**src/rtl/vfpu_norm_round_if.sv**
```systemverilog
`default_nettype none
// ============================================================================
// Module   : vfpu_norm_round_if
// Brief    : Operand/result handshake bundle for the normalise-and-round stage.
//            The master side drives operands and consumes results; the slave
//            side is the datapath.
// Revision : 1.0 - initial release
// ============================================================================
interface vfpu_norm_round_if #(
  parameter int EXP_W      = 8,
  parameter int MANT_W     = 23,
  parameter int PRE_MANT_W = 48,
  parameter int PRE_EXP_W  = 10
);
  logic                  clear_i;
  logic [1:0]            rnd_mode_i;
  logic                  valid_i;
  logic                  ready_o;
  logic                  sign_i;
  logic [PRE_EXP_W-1:0]  exponent_i;
  logic [PRE_MANT_W-1:0] mantissa_i;
  logic                  valid_o;
  logic                  ready_i;
  logic                  sign_o;
  logic [EXP_W-1:0]      exponent_o;
  logic [MANT_W:0]       mantissa_o;
  logic                  ovf_o;
  logic                  unf_o;
  logic                  inexact_o;
  logic                  done_o;

  modport master (
    output clear_i, rnd_mode_i, valid_i, sign_i, exponent_i, mantissa_i, ready_i,
    input  ready_o, valid_o, sign_o, exponent_o, mantissa_o, ovf_o, unf_o,
           inexact_o, done_o
  );

  modport slave (
    input  clear_i, rnd_mode_i, valid_i, sign_i, exponent_i, mantissa_i, ready_i,
    output ready_o, valid_o, sign_o, exponent_o, mantissa_o, ovf_o, unf_o,
           inexact_o, done_o
  );
endinterface
`default_nettype wire

```
**src/rtl/vfpu_norm_round.sv**
```systemverilog
`default_nettype none
// ============================================================================
// Module   : vfpu_norm_round
// Brief    : Two-stage normalise (S1) and round/saturate (S2) pipeline for a
//            floating-point result. Valid/ready on both sides, synchronous
//            flush, registered outputs.
// Revision : 1.0 - initial release
// ============================================================================
module vfpu_norm_round #(
  parameter int EXP_W      = 8,
  parameter int MANT_W     = 23,
  parameter int PRE_MANT_W = 48,
  parameter int PRE_EXP_W  = 10
) (
  input  logic                clk_i,
  input  logic                rst_ni,
  vfpu_norm_round_if.slave    bus
);

  // Internal exponent carries two spare bits so +1 and -(lzc-1) never wrap.
  localparam int NE  = PRE_EXP_W + 2;
  localparam int LZW = $clog2(PRE_MANT_W + 1);
  localparam int FW  = MANT_W + 1;

  localparam logic [NE-1:0]    EXP_OVF     = NE'((1 << EXP_W) - 1);
  localparam logic [EXP_W-1:0] EXP_INF     = '1;
  localparam logic [EXP_W-1:0] EXP_MAX_FIN = {{(EXP_W-1){1'b1}}, 1'b0};

  localparam logic [1:0] RM_RNE = 2'd0;
  localparam logic [1:0] RM_RTZ = 2'd1;
  localparam logic [1:0] RM_RUP = 2'd2;
  localparam logic [1:0] RM_RDN = 2'd3;

  // --------------------------------------------------------------------------
  // Handshake
  // --------------------------------------------------------------------------
  logic s1_valid;
  logic s2_valid;
  logic s2_load;
  logic s1_load;
  logic accept;
  logic s1_move;

  assign s2_load     = ~s2_valid | bus.ready_i;
  assign s1_load     = ~s1_valid | s2_load;
  assign accept      = bus.valid_i & s1_load;
  assign s1_move     = s1_valid & s2_load;
  assign bus.ready_o = s1_load;

  // --------------------------------------------------------------------------
  // S1 combinational normaliser
  // --------------------------------------------------------------------------
  logic [LZW-1:0]        lzc;
  logic [PRE_MANT_W-2:0] norm;
  logic                  shift_out;
  logic [NE-1:0]         exp_ext;
  logic [NE-1:0]         exp_norm;
  logic                  in_zero;
  logic                  in_flush;

  // Leading-one detect, then align the leading one to the weight-1 position.
  always_comb begin
    lzc = LZW'(PRE_MANT_W);
    for (int i = 0; i < PRE_MANT_W; i++) begin
      if (bus.mantissa_i[i]) lzc = LZW'(PRE_MANT_W - 1 - i);
    end
    exp_ext = {{(NE-PRE_EXP_W){bus.exponent_i[PRE_EXP_W-1]}}, bus.exponent_i};
    if (bus.mantissa_i[PRE_MANT_W-1]) begin
      norm      = bus.mantissa_i[PRE_MANT_W-1:1];
      shift_out = bus.mantissa_i[0];
      exp_norm  = exp_ext + NE'(1);
    end else begin
      // Top bit is known zero after the shift, so dropping it loses nothing.
      norm      = (PRE_MANT_W-1)'(bus.mantissa_i << (lzc - LZW'(1)));
      shift_out = 1'b0;
      exp_norm  = exp_ext + NE'(1) - NE'(lzc);
    end
    in_zero  = ~|bus.mantissa_i;
    in_flush = ~in_zero & (exp_norm[NE-1] | ~|exp_norm);
  end

  // --------------------------------------------------------------------------
  // S1 registers
  // --------------------------------------------------------------------------
  logic           s1_sign;
  logic [1:0]     s1_rnd;
  logic           s1_zero;
  logic           s1_flush;
  logic [NE-1:0]  s1_exp;
  logic [FW-1:0]  s1_mant;
  logic           s1_g;
  logic           s1_s;

  // Capture the normalised operand; flush beats any load.
  always_ff @(posedge clk_i or negedge rst_ni) begin
    if (!rst_ni) begin
      s1_valid <= 1'b0;
      s1_sign  <= 1'b0;
      s1_rnd   <= RM_RNE;
      s1_zero  <= 1'b0;
      s1_flush <= 1'b0;
      s1_exp   <= '0;
      s1_mant  <= '0;
      s1_g     <= 1'b0;
      s1_s     <= 1'b0;
    end else if (bus.clear_i) begin
      s1_valid <= 1'b0;
    end else begin
      if (s1_load) s1_valid <= bus.valid_i;
      if (accept) begin
        s1_sign  <= bus.sign_i;
        s1_rnd   <= bus.rnd_mode_i;
        s1_zero  <= in_zero;
        s1_flush <= in_flush;
        s1_exp   <= exp_norm;
        s1_mant  <= norm[PRE_MANT_W-2 -: FW];
        s1_g     <= norm[PRE_MANT_W-3-MANT_W];
        s1_s     <= (|norm[PRE_MANT_W-4-MANT_W:0]) | shift_out;
      end
    end
  end

  // --------------------------------------------------------------------------
  // S2 combinational rounding and saturation
  // --------------------------------------------------------------------------
  logic             inc;
  logic [FW:0]      sum;
  logic             carry;
  logic [FW-1:0]    rmant;
  logic [NE-1:0]    rexp;
  logic             to_inf;
  logic [EXP_W-1:0] n_exp;
  logic [FW-1:0]    n_mant;
  logic             n_ovf;
  logic             n_unf;
  logic             n_inx;

  // Round increment, carry renormalisation, then zero/flush/overflow select.
  always_comb begin
    unique case (s1_rnd)
      RM_RNE:  inc = s1_g & (s1_s | s1_mant[0]);
      RM_RTZ:  inc = 1'b0;
      RM_RUP:  inc = ~s1_sign & (s1_g | s1_s);
      default: inc = s1_sign & (s1_g | s1_s);
    endcase
    sum    = {1'b0, s1_mant} + {{FW{1'b0}}, inc};
    carry  = sum[FW];
    rmant  = carry ? {1'b1, {MANT_W{1'b0}}} : sum[FW-1:0];
    rexp   = s1_exp + {{(NE-1){1'b0}}, carry};
    to_inf = (s1_rnd == RM_RNE) | ((s1_rnd == RM_RUP) & ~s1_sign) |
             ((s1_rnd == RM_RDN) & s1_sign);

    n_exp  = rexp[EXP_W-1:0];
    n_mant = rmant;
    n_ovf  = 1'b0;
    n_unf  = 1'b0;
    n_inx  = s1_g | s1_s;
    if (s1_zero) begin
      n_exp  = '0;
      n_mant = '0;
      n_inx  = 1'b0;
    end else if (s1_flush) begin
      n_exp  = '0;
      n_mant = '0;
      n_unf  = 1'b1;
      n_inx  = 1'b1;
    end else if (rexp >= EXP_OVF) begin
      n_ovf  = 1'b1;
      n_inx  = 1'b1;
      n_exp  = to_inf ? EXP_INF : EXP_MAX_FIN;
      n_mant = to_inf ? '0 : '1;
    end
  end

  // --------------------------------------------------------------------------
  // S2 registers (drive outputs directly)
  // --------------------------------------------------------------------------
  logic             out_sign;
  logic [EXP_W-1:0] out_exp;
  logic [FW-1:0]    out_mant;
  logic             out_ovf;
  logic             out_unf;
  logic             out_inx;

  // Result register; holds while the consumer stalls.
  always_ff @(posedge clk_i or negedge rst_ni) begin
    if (!rst_ni) begin
      s2_valid <= 1'b0;
      out_sign <= 1'b0;
      out_exp  <= '0;
      out_mant <= '0;
      out_ovf  <= 1'b0;
      out_unf  <= 1'b0;
      out_inx  <= 1'b0;
    end else if (bus.clear_i) begin
      s2_valid <= 1'b0;
    end else begin
      if (s2_load) s2_valid <= s1_valid;
      if (s1_move) begin
        out_sign <= s1_sign;
        out_exp  <= n_exp;
        out_mant <= n_mant;
        out_ovf  <= n_ovf;
        out_unf  <= n_unf;
        out_inx  <= n_inx;
      end
    end
  end

  assign bus.valid_o    = s2_valid;
  assign bus.done_o     = s2_valid & bus.ready_i;
  assign bus.sign_o     = out_sign;
  assign bus.exponent_o = out_exp;
  assign bus.mantissa_o = out_mant;
  assign bus.ovf_o      = out_ovf;
  assign bus.unf_o      = out_unf;
  assign bus.inexact_o  = out_inx;

endmodule
`default_nettype wire
```
**src/flat_wrapper.sv**
```systemverilog
// flat-port wrapper written by rule: the top's interface ports become plain ports
module vfpu_norm_round_flat 
#(
  parameter int EXP_W      = 8,
  parameter int MANT_W     = 23,
  parameter int PRE_MANT_W = 48,
  parameter int PRE_EXP_W  = 10
)
  (clk_i, rst_ni, bus_clear_i, bus_rnd_mode_i, bus_valid_i, bus_sign_i, bus_exponent_i, bus_mantissa_i, bus_ready_i, bus_ready_o, bus_valid_o, bus_sign_o, bus_exponent_o, bus_mantissa_o, bus_ovf_o, bus_unf_o, bus_inexact_o, bus_done_o);
  vfpu_norm_round_if #(.EXP_W(EXP_W), .MANT_W(MANT_W), .PRE_MANT_W(PRE_MANT_W), .PRE_EXP_W(PRE_EXP_W)) bus_i ();
  input  logic clk_i;
  input  logic rst_ni;
  input wire logic [$bits(bus_i.clear_i)-1:0] bus_clear_i;
  input wire logic [$bits(bus_i.rnd_mode_i)-1:0] bus_rnd_mode_i;
  input wire logic [$bits(bus_i.valid_i)-1:0] bus_valid_i;
  input wire logic [$bits(bus_i.sign_i)-1:0] bus_sign_i;
  input wire logic [$bits(bus_i.exponent_i)-1:0] bus_exponent_i;
  input wire logic [$bits(bus_i.mantissa_i)-1:0] bus_mantissa_i;
  input wire logic [$bits(bus_i.ready_i)-1:0] bus_ready_i;
  output wire logic [$bits(bus_i.ready_o)-1:0] bus_ready_o;
  output wire logic [$bits(bus_i.valid_o)-1:0] bus_valid_o;
  output wire logic [$bits(bus_i.sign_o)-1:0] bus_sign_o;
  output wire logic [$bits(bus_i.exponent_o)-1:0] bus_exponent_o;
  output wire logic [$bits(bus_i.mantissa_o)-1:0] bus_mantissa_o;
  output wire logic [$bits(bus_i.ovf_o)-1:0] bus_ovf_o;
  output wire logic [$bits(bus_i.unf_o)-1:0] bus_unf_o;
  output wire logic [$bits(bus_i.inexact_o)-1:0] bus_inexact_o;
  output wire logic [$bits(bus_i.done_o)-1:0] bus_done_o;
  assign bus_i.clear_i = bus_clear_i;
  assign bus_i.rnd_mode_i = bus_rnd_mode_i;
  assign bus_i.valid_i = bus_valid_i;
  assign bus_i.sign_i = bus_sign_i;
  assign bus_i.exponent_i = bus_exponent_i;
  assign bus_i.mantissa_i = bus_mantissa_i;
  assign bus_i.ready_i = bus_ready_i;
  assign bus_ready_o = bus_i.ready_o;
  assign bus_valid_o = bus_i.valid_o;
  assign bus_sign_o = bus_i.sign_o;
  assign bus_exponent_o = bus_i.exponent_o;
  assign bus_mantissa_o = bus_i.mantissa_o;
  assign bus_ovf_o = bus_i.ovf_o;
  assign bus_unf_o = bus_i.unf_o;
  assign bus_inexact_o = bus_i.inexact_o;
  assign bus_done_o = bus_i.done_o;
  vfpu_norm_round #(.EXP_W(EXP_W), .MANT_W(MANT_W), .PRE_MANT_W(PRE_MANT_W), .PRE_EXP_W(PRE_EXP_W)) u_core (.clk_i(clk_i), .rst_ni(rst_ni), .bus(bus_i));
endmodule
```
**config.mk**
```make
export PLATFORM = sky130hd
export DESIGN_NAME = vfpu_norm_round_flat
export DESIGN_NICKNAME = d
export VERILOG_FILES = /design/src/rtl/vfpu_norm_round_if.sv /design/src/rtl/vfpu_norm_round.sv /design/src/flat_wrapper.sv
export SDC_FILE = /design/constraint.sdc
export NUM_CORES = 1
export LEC_CHECK = 0
export ABC_CLOCK_PERIOD_IN_PS = 8500
export BUFFER_PORTS_ARGS = -buffer_cell sky130_fd_sc_hd__buf_2
export CORE_MARGIN = 3
export CORE_UTILIZATION = 57
export DETAILED_ROUTE_END_ITERATION = 8
export PLACE_DENSITY_LB_ADDON = 0.3
export SLEW_MARGIN = 25
export SYNTH_ARGS = -nofsm -noshare
export SYNTH_HDL_FRONTEND = slang
export SYNTH_SLANG_ARGS = --single-unit
```
**constraint.sdc**
```tcl
create_clock -name clk_i -period 8.5 [get_ports clk_i]
set_clock_uncertainty 0.1 [all_clocks]
set_input_delay 1.7 -clock clk_i [delete_from_list [all_inputs] [get_ports clk_i]]
set_output_delay 1.7 -clock clk_i [all_outputs]
set_load 0.01 [all_outputs]
```
==> results of run 1 <==
-- layout by cell type, fill, tap and decap left out, types with 10 or more instances in the layout --
| master | n |
|---|---|
| nand2_1 | 131 |
| nor2_1 | 104 |
| buf_2 | 103 |
| mux2i_1 | 94 |
| dfrtp_1 | 81 |
| o21ai_0 | 77 |
| a21oi_1 | 50 |
| nand3_1 | 43 |
| a22o_1 | 27 |
| xnor2_1 | 24 |
| inv_1 | 23 |
| mux4_2 | 23 |
| nor3_1 | 20 |
| o211ai_1 | 19 |
| xor2_1 | 18 |
| nor4_1 | 17 |
| and3_1 | 17 |
| buf_4 | 15 |
| a31oi_1 | 12 |
| mux2_2 | 12 |
| a221oi_1 | 12 |
| ha_1 | 12 |
| nor2b_1 | 11 |
| nand4_1 | 10 |
-- final cells by class --
class / count / area (µm²)
fillers: 1334 / 5290
repair buffers: 119 / 639
well taps: 184 / 230
multi-input cells: 885 / 6110
clock inverters: 5 / 62.6
clock buffers: 11 / 243
flip-flops and latches: 81 / 2030
inverters: 26 / 97.6
-- flip-flops by register name (all words and copies together), names as in the netlist, 2 cells and up --
register and cells:
u_core.s1_exp 12, u_core.s1_rnd 2, u_core.s1_mant 24, u_core.bus.exponent_o 8
u_core.bus.mantissa_o 24
-- worst max-delay path, cell delays in order --
cell      delay, ps
buf_2           140
or3_1           370
a221o_1         260
a31oi_1         140
o311a_1         720
o21a_2          230
inv_2           140
ha_2            370
buf_4           620
nor2_1          110
or2_2           300
a221oi_1        680
mux2i_1         200
mux2i_1         270
o31ai_1         100
a222oi_1        280
mux2_2          200
-- cells by family after synthesis --
kind of cell | after synthesis | synth area share
simple gates | 406 | 0.222
compound gates | 291 | 0.226
mux | 130 | 0.185
buf+inv | 115 | 0.0649
flops | 81 | 0.234
xor+xnor | 44 | 0.0462
fa+ha+maj | 14 | 0.0211
-- per-stage QoR --
step	hold WS (ps)	instances	setup slack (ps)	area (µm²)	power, µW
after global routing	389	1311	1570	9410	1780
final	372	1311	1810	9410	1690
after CTS	375	1311	1970	9390	1670
after global placement	355	1295	1640	9090	1260
after detailed placement	361	1295	1630	9090	1270
after floorplan	356	1081	2290	8660	1050
-- routing by layer --
layer | up-vias | track usage | part of all wire
met1 | 4184 | 0.479 | 0.42
met3 | 100 | 0.0482 | 0.10
met2 | 546 | 0.512 | 0.44
li1 | 4102 | - | -
met4 | 0 | 0.103 | 0.036
met5 | - | 0 | 0
-- final timing paths --
kind                       depth (start not counted)                startpoint                        end
max reg2reg                                       26          u_core.s1_rnd[1]  u_core.bus.mantissa_o[16]
min reg2reg                                        1  u_core.bus.exponent_o[6]   u_core.bus.exponent_o[6]
max                                               17        bus_mantissa_i[15]         u_core.s1_mant[19]
min in group asynchronous                          1                    rst_ni           u_core.bus.ovf_o
max in group asynchronous                          1                    rst_ni  u_core.bus.mantissa_o[15]
min                                                1  u_core.bus.exponent_o[6]   u_core.bus.exponent_o[6]
-- power by group --
part	switching, µW	internal (µW)	leakage, µW
registers	70.6	467	0.000989
logic	449	306	0.00284
clock network	162	237	0.000142
==> results.py, run 1 <==
metrics = {
    "critical_path": {
        "setup.worst_path.end_class": "flip-flop",
        "worst-endpoint-required_ps": 8680,
        "cp-start-kind": "input port",
        "path_class": "input port to flip-flop",
        "crit_fanout": 65,
        "r2r_setup_slack_ps": 2730,
        "arrival_ps": 6880,
    },
    "floorplanning": {
        "coreArea_mm2": 0.0147,
        "row_count": 44,
        "die_w_um": 129,
        "die_h_um": 129,
        "initial_utilization": 0.589,
        "die-area_mm2": 0.0167,
        "io_pins": 105,
    },
    "sta": {
        "period_share": 0.788,
        "worstMarginPinSlew_ps": 1020,
        "period_needed_ps": 6690,
        "tns_ps": 0,
        "slew_headroom": 0.323,
        "hold_violations": 0,
        "slew_viol_final": 0,
        "fmax_ghz": 0.149,
        "grt_setup_unrepaired": "false",
        "setup_viol": 0,
    },
    "grt": {
        "grt_pass1_vias": 7893,
        "grt_max_degree": 82,
        "grt.overflow.total": 0,
        "antenna_found_initial": 0,
        "grt_pass1_wl_um": 43600,
        "track_usage": 0.330,
    },
    "synthesis": {
        "synth-seq-cells": 81,
        "async_flop_share": 1.00,
        "ys.flop_type": "dfrtp_1",
        "syn_inst": 1081,
        "yosysTopAreaCellShare": 0.234,
        "yosys_warnings": 0,
        "ys_types": 78,
        "seq_area_frac_synth": 0.234,
        "syn-cell-area_mm2": 0.00866,
        "synth_common_cells": "nand2_1 (131), nor2_1 (104), mux2i_1 (94)",
        "syn_avg_cell_area_um2": 8.01,
        "synth.most_common_cell": "nand2_1",
        "synth.largest_area_cell": "dfrtp_1",
        "synth_edf_count": 0,
        "synth_area_leaders": "dfrtp_1 (23%), mux2i_1 (11%), mux4_2 (6.0%)",
        "synth_fp_nets": 1161,
    },
    "routing": {
        "vias_per_cell": 6.81,
        "routedWlPerCell_um": 21.5,
        "drt_iter0_drc": 1148,
        "drt_pass1_iterations": 6,
        "drc": 0,
        "wirelength_um": 28200,
        "postRouteAntennaNets": 0,
        "vias": 8932,
    },
    "final_layout": {
        "final_nets": 1202,
        "final_core_util": 0.640,
        "diodes": 0,
        "drive_above_1_share": 0.171,
        "area_delta_synth_final_pct": 8.64,
    },
    "placed_design": {
        "port_buffers": 104,
        "hpwl_um": 20800,
        "place_congestion": 1.02,
    },
    "run": {
        "cap_violations": 0,
    },
    "clock_network": {
        "cts_hold_buf": 0,
        "clk_latency_ps": 340,
        "root_buffer": "clkbuf_16",
        "cts_setup_buffers": 0,
        "tritoncts": "built",
        "cts_sinks": 81,
        "cts_made_buffers": 9,
        "clk_path_buf_depth": 2,
        "path_clk_slew_ps": 60,
        "htreeDepth": 3,
        "cts_resized": 0,
    },
    "worst_hold_path": {
        "min_path_type": "flip-flop to flip-flop",
    },
    "power": {
        "worst_ir_drop_vdd_v": 0.0000948,
        "p_leak_uw": 0.00397,
        "p_per_area_mw_per_mm2": 180,
    },
    "outcome": {
        "status": "complete, no violations",
    },
}
Note: power is estimated with default switching activity, not from simulation.
==> run 2: changes to the inputs <==
--- a/config.mk
+++ b/config.mk
@@ -5,10 +5,10 @@
 export SDC_FILE = /design/constraint.sdc
 export NUM_CORES = 1
 export LEC_CHECK = 0
-export ABC_CLOCK_PERIOD_IN_PS = 8500
+export ABC_CLOCK_PERIOD_IN_PS = 5500
 export BUFFER_PORTS_ARGS = -buffer_cell sky130_fd_sc_hd__buf_2
 export CORE_MARGIN = 3
-export CORE_UTILIZATION = 57
+export CORE_UTILIZATION = 55
 export DETAILED_ROUTE_END_ITERATION = 8
 export PLACE_DENSITY_LB_ADDON = 0.3
 export SLEW_MARGIN = 25
==> constraint.sdc (replaced) <==
create_clock -name clk_i -period 5.5 [get_ports clk_i]
set_clock_uncertainty 0.1 [all_clocks]
set_input_delay 1.1 -clock clk_i [delete_from_list [all_inputs] [get_ports clk_i]]
set_output_delay 1.1 -clock clk_i [all_outputs]
set_load 0.01 [all_outputs]
==> run 2 against run 1 <==
Final cell count increased by 3.4%; count of clock-buffer cells in the layout stayed put; wire length shrank 3.5%; largest power group unchanged.
==> results.py, run 2 (same netlist as run 1, synthesis figures left out) <==
metrics = {
    "critical_path": {
        "worst-endpoint-required_ps": 5620,
        "setup.worst_path.end": "u_core.bus.mantissa_o[7]",
        "r2r_setup_slack_ps": 380,
        "r2r_start": "u_core.s1_rnd[1]",
        "arrival_ps": 5240,
        "setup.worst_path.end_class": "flip-flop",
        "crit_fanout": 24,
        "r2r_end": "u_core.bus.mantissa_o[7]",
        "path_class": "flip-flop to flip-flop",
        "cp-start-kind": "flip-flop",
        "reg2regPathDepth": 24,
        "crit_start": "u_core.s1_rnd[1]",
    },
    "clock_network": {
        "cts_made_buffers": 9,
        "htreeDepth": 3,
        "path_clk_slew_ps": 60,
        "clk_latency_ps": 340,
        "cts_hold_buf": 0,
        "root_buffer": "clkbuf_16",
        "tritoncts": "built",
        "cts_sinks": 81,
        "clk_path_buf_depth": 2,
    },
    "power": {
        "p_per_area_mw_per_mm2": 273,
        "worst_ir_drop_vdd_v": 0.000145,
        "total_power_uw": 2620,
        "p_leak_uw": 0.00407,
    },
    "floorplanning": {
        "coreArea_mm2": 0.0153,
        "die_h_um": 131,
        "initial_utilization": 0.565,
        "die_w_um": 131,
        "die-area_mm2": 0.0173,
        "row_count": 45,
        "io_pins": 105,
    },
    "final_layout": {
        "drive_above_1_share": 0.188,
        "diodes": 0,
        "layout_commonest_cell": "nand2_1",
        "area_delta_synth_final_pct": 11.0,
        "regArea_mm2": 0.00203,
        "final_nets": 1221,
        "fillCellCount": 1398,
        "layout_common_cells": "nand2_1 (131), nor2_1 (104), buf_2 (103)",
        "stdcell_area_mm2": 0.00961,
        "multiInputGateArea_mm2": 0.00611,
    },
    "placed_design": {
        "place_congestion": 1.08,
        "hpwl_um": 20800,
        "port_buffers": 104,
        "placed_area_mm2": 0.00928,
    },
    "sta": {
        "hold_violations": 0,
        "period_share": 0.931,
        "fmax_ghz": 0.195,
        "grt_setup_unrepaired": "false",
        "period_needed_ps": 5120,
        "tns_ps": 0,
        "whs_ps": 369,
        "slew_viol_final": 0,
        "worstMarginPinSlew_ps": 838,
        "setup_viol": 0,
        "slew_headroom": 0.433,
    },
    "grt": {
        "grt_pass1_wl_um": 43100,
        "grt_pass1_vias": 8009,
        "track_usage": 0.304,
        "use_met1": 0.444,
        "grt.overflow.total": 0,
        "antenna_found_initial": 0,
        "busiest_layer": "met2",
        "gr-usage-met3": 0.0456,
        "grt_use_met2": 0.459,
        "grt_max_degree": 82,
    },
    "routing": {
        "drc": 0,
        "vias": 8917,
        "drt_iter0_drc": 1007,
        "drt_pass1_iterations": 6,
        "routedWlPerCell_um": 20.0,
        "wirelength_um": 27200,
        "postRouteAntennaNets": 0,
        "vias_per_cell": 6.58,
    },
    "worst_hold_path": {
        "min_path_type": "flip-flop to flip-flop",
        "whs_path_depth": 1,
    },
    "run": {
        "cap_violations": 0,
    },
    "outcome": {
        "status": "complete, no violations",
    },
}
==> run 2: cell types whose count changed in the layout (fill, tap and decap cells not counted), sizes merged <==
cell	delta
buf	+19
clkinvlp	-1
==> run 2: repair_timing <==
| item | CTS | global route |
|---|---|---|
| endpoints found under the hold margin | 0 | 0 |
| gates resized for setup | 0 | 6 |
| setup buffers | 0 | 0 |
| setup endpoints to repair | 0 | 25 |
==> run 2: per-stage QoR <==
stage,util,setup WS [ps],instances
final,0.627,382,1356
after global routing,0.627,11.6,1356
after CTS,0.626,220,1356
after detailed placement,0.606,271,1341
after global placement,0.606,338,1341
after floorplan,-,32.5,1081
==> run 2: power by group <==
| group | total, µW | internal, µW | switching [µW] |
|---|---|---|---|
| sequential | 828 | 722 | 107 |
| combinational | 1180 | 492 | 692 |
| clock | 607 | 374 | 233 |
==> run 2: worst max-delay path: stages (launching register included) <==
cell     delay, ps
dfrtp_1        430
nor2b_1        170
ha_1           270
nor2_1         100
nand2_1         50
nand2_1         80
ha_1           160
ha_1           190
and3_1         200
and3_1         190
and3_1         270
nand2_1         70
nor2_1         190
and4_2         310
and4_2         300
ha_1           210
and3_1         220
nand3_1        150
xor2_1         210
nor4_2         400
a21oi_4        100
a21oi_1        180
nor2_1          70
buf_6          180
a22o_1         190
==> run 2: final cells by class <==
| class | count | area share |
|---|---|---|
| multi-input combinational | 885 | 0.636 |
| sequential | 81 | 0.211 |
| timing repair buffer | 138 | 0.0835 |
| tap | 211 | 0.0275 |
| clock buffer | 11 | 0.0263 |
| inverter | 26 | 0.0102 |
| clock inverter | 4 | 0.00534 |
==> run 2: metal layers <==
| metal | share of wire | vias to the layer above |
|---|---|---|
| met2 | 0.44 | 524 |
| met5 | 0 | - |
| met4 | 0.032 | 0 |
| met3 | 0.10 | 82 |
| met1 | 0.42 | 4171 |
| li1 | - | 4140 |
==> run 2: worst min path at each step <==
stage / start / to / slack [ps]
global route: u_core.bus.inexact_o / u_core.bus.inexact_o / 400
CTS: u_core.bus.exponent_o[5] / u_core.bus.exponent_o[5] / 380
finish: u_core.bus.exponent_o[5] / u_core.bus.exponent_o[5] / 370
floorplan: u_core.s1_exp[0] / u_core.s1_exp[0] / 360
detailed placement: u_core.bus.exponent_o[5] / u_core.bus.exponent_o[5] / 360
global placement: u_core.bus.exponent_o[5] / u_core.bus.exponent_o[5] / 350
==> run 3: changes to the inputs <==
--- a/config.mk
+++ b/config.mk
@@ -5,10 +5,11 @@
 export SDC_FILE = /design/constraint.sdc
 export NUM_CORES = 1
 export LEC_CHECK = 0
+export ABC_AREA = 1
 export ABC_CLOCK_PERIOD_IN_PS = 5500
 export BUFFER_PORTS_ARGS = -buffer_cell sky130_fd_sc_hd__buf_2
 export CORE_MARGIN = 3
-export CORE_UTILIZATION = 55
+export CORE_UTILIZATION = 54
 export DETAILED_ROUTE_END_ITERATION = 8
 export PLACE_DENSITY_LB_ADDON = 0.3
 export SLEW_MARGIN = 25
==> run 3 against run 2 <==
The flow now finishes with violations (negative setup slack); design area up 18%; sequential power down 4.0%; clock power down 11%; critical path type unchanged; largest power group unchanged.
==> results.py, run 3 <==
metrics = {
    "critical_path": {
        "cpMaxStageDelayCell": "dfrtp_1",
        "slowest_delay_ps": 380,
        "cp_common_cell": "nor2_2",
        "crit_family": "simple AND/OR/NAND/NOR gates",
        "arrival_ps": 6010,
        "worst-endpoint-required_ps": 5620,
        "setup.worst_path.end_class": "flip-flop",
        "cp-start-kind": "flip-flop",
        "crit_buf_inv": 7,
        "path_class": "flip-flop to flip-flop",
        "crit_fanout": 4,
    },
    "sta": {
        "setup_ws_ps": -393,
        "fmax_ghz": 0.170,
        "hold_violations": 0,
        "slew_headroom": 0.485,
        "setup_viol": 34,
        "period_needed_ps": 5890,
        "whs_ps": 373,
        "grt_setup_unrepaired": "true",
        "worstMarginPinSlew_ps": 763,
        "slew_viol_final": 0,
        "period_share": 1.07,
    },
    "clock_network": {
        "clk_latency_ps": 330,
        "cts_made_buffers": 9,
        "tritoncts": "built",
        "path_clk_slew_ps": 60,
        "cts_sinks": 81,
        "htreeDepth": 3,
        "cts_hold_buf": 0,
        "clk_path_buf_depth": 2,
        "root_buffer": "clkbuf_16",
    },
    "floorplanning": {
        "die-area_mm2": 0.0162,
        "die_w_um": 127,
        "io_pins": 105,
        "initial_utilization": 0.562,
        "coreArea_mm2": 0.0141,
        "die_h_um": 127,
        "row_count": 43,
    },
    "final_layout": {
        "diodes": 0,
        "stdcell_area_mm2": 0.0114,
        "area_delta_synth_final_pct": 42.8,
        "drive_above_1_share": 0.331,
        "layout_commonest_cell": "nand2_1",
        "final_nets": 1609,
        "layout_common_cells": "nand2_1 (354), inv_1 (117), nand3_1 (114)",
    },
    "grt": {
        "grt_pass1_wl_um": 44000,
        "grt_max_degree": 82,
        "antenna_found_initial": 0,
        "grt.overflow.total": 0,
        "grt_pass1_vias": 8899,
        "track_usage": 0.334,
    },
    "synthesis": {
        "yosysTopAreaCellShare": 0.255,
        "ys_types": 45,
        "synth_common_cells": "nand2_1 (407), nand3_1 (160), inv_1 (124)",
        "async_flop_share": 1.00,
        "syn_inst": 1329,
        "ys.flop_type": "dfrtp_1",
        "yosys_warnings": 0,
        "synth.largest_area_cell": "dfrtp_1",
        "synth-seq-cells": 81,
        "syn_avg_cell_area_um2": 5.98,
        "seq_area_frac_synth": 0.255,
        "synth_area_leaders": "dfrtp_1 (25%), nand2_1 (19%), nand3_1 (10%)",
        "syn-cell-area_mm2": 0.00795,
        "synth_edf_count": 0,
        "synth.most_common_cell": "nand2_1",
        "synth_fp_nets": 1409,
    },
    "worst_hold_path": {
        "min_path_type": "flip-flop to flip-flop",
    },
    "placed_design": {
        "hpwl_um": 21400,
        "place_congestion": 1.00,
        "dp_worst_setup_slack_ps": -317,
        "port_buffers": 104,
        "placed_area_mm2": 0.00925,
    },
    "run": {
        "cap_violations": 0,
    },
    "power": {
        "p_per_area_mw_per_mm2": 254,
        "switching_power_uw": 1220,
        "clockPowerShare": 0.188,
        "total_power_uw": 2890,
        "p_seq_frac": 0.275,
        "swShare": 0.423,
        "comb_power_share": 0.537,
        "p_leak_uw": 0.00555,
        "worst_ir_drop_vdd_v": 0.000182,
        "intPower_uw": 1670,
    },
    "routing": {
        "vias": 10500,
        "drt_iter0_drc": 1206,
        "drc": 0,
        "vias_per_cell": 6.14,
        "routedWlPerCell_um": 18.9,
        "drt_pass1_iterations": 7,
        "wirelength_um": 32500,
        "postRouteAntennaNets": 0,
    },
    "outcome": {
        "violations": "negative setup slack",
        "status": "finished with violations",
    },
}
-- run 3: cell count changes in the layout (fill, tap and decap cells not counted), moves of 23 or more --
cell     previous run  this run
nand2_1           131       354
inv_1              23       117
mux2i_1            94         1
buf_4              31       103
nand3_1            43       114
nand2_2             0        46
nand3_2             0        44
o21ai_2             0        35
o21ai_1             7        39
a22o_1             27         1
mux4_2             23         0
-- run 3: tightest hold or removal path: stages (launching register included) --
cell,delay (ps)
dfrtp_1,330
nand2_1,50
o21ai_0,50
-- run 3: kinds of logic (layout without fill, tap and decap cells) --
| logic type | count (synthesis) | count (layout) | share of synthesized area |
|---|---|---|---|
| AO/OA/AOI/OAI | 286 | 286 | 0.203 |
| flip-flops | 81 | 81 | 0.255 |
| XOR/XNOR | 20 | 20 | 0.0220 |
| buffers and inverters | 201 | 406 | 0.106 |
| adder cells (fa/ha/maj) | 14 | 14 | 0.0230 |
| multiplexers | 7 | 7 | 0.00881 |
| AND/OR/NAND/NOR | 720 | 720 | 0.383 |
-- run 3: per-stage QoR --
| stage | TNS (ps) | instances | util |
|---|---|---|---|
| floorplan | 0 | 1329 | - |
| global placement | -2440 | 1646 | 0.654 |
| detailed placement | -10310 | 1646 | 0.654 |
| CTS | 0 | 1663 | 0.675 |
| global route | -33150 | 1714 | 0.803 |
| finish | -11850 | 1714 | 0.803 |
-- run 3: area by class of cell --
cell class | instances | area (µm²)
clock buffers | 11 | 243
clock inverters | 5 | 28.8
fillers | 976 | 2790
inverters | 132 | 515
multi-input cells | 1047 | 6140
flip-flops and latches | 81 | 2030
well taps | 180 | 225
repair buffers | 258 | 2180
-- run 3: per-layer routing --
metal | global-route usage | vias to the layer above | part of all wire
met5 | 0 | - | 0
met3 | 0.0347 | 210 | 0.090
met2 | 0.564 | 668 | 0.46
met4 | 0.160 | 0 | 0.085
li1 | - | 4832 | -
met1 | 0.427 | 4821 | 0.36
-- run 3: path summary, 6_finish.rpt --
kind,depth (start not counted),slack [ps],to,from
worst max-delay path,38,-390,u_core.bus.mantissa_o[3],u_core.s1_rnd[1]
max in group asynchronous,1,4100,u_core.s1_rnd[1],rst_ni
worst max register to register,38,-390,u_core.bus.mantissa_o[3],u_core.s1_rnd[1]
worst min-delay path,2,370,u_core.bus.mantissa_o[16],u_core.bus.mantissa_o[16]
min in group asynchronous,1,680,u_core.s1_exp[8],rst_ni
worst min register to register,2,370,u_core.bus.mantissa_o[16],u_core.bus.mantissa_o[16]
-- run 3: power groups by stage --
| stage | Sequential (µW) | Combinational [µW] | Clock, µW |
|---|---|---|---|
| floorplan | 812 | 660 | 0 |
| global placement | 792 | 1110 | 0 |
| CTS | 786 | 1130 | 546 |
| finish | 795 | 1550 | 543 |
| detailed placement | 795 | 1110 | 0 |
| global route | 807 | 1660 | 567 |
-- run 3: repair_timing --
item | CTS | global route
gates cloned | 0 | 13
gates resized for setup | 9 | 317
pin swaps | 3 | 124
setup buffers | 1 | 42
endpoints found under the setup margin | 34 | 68
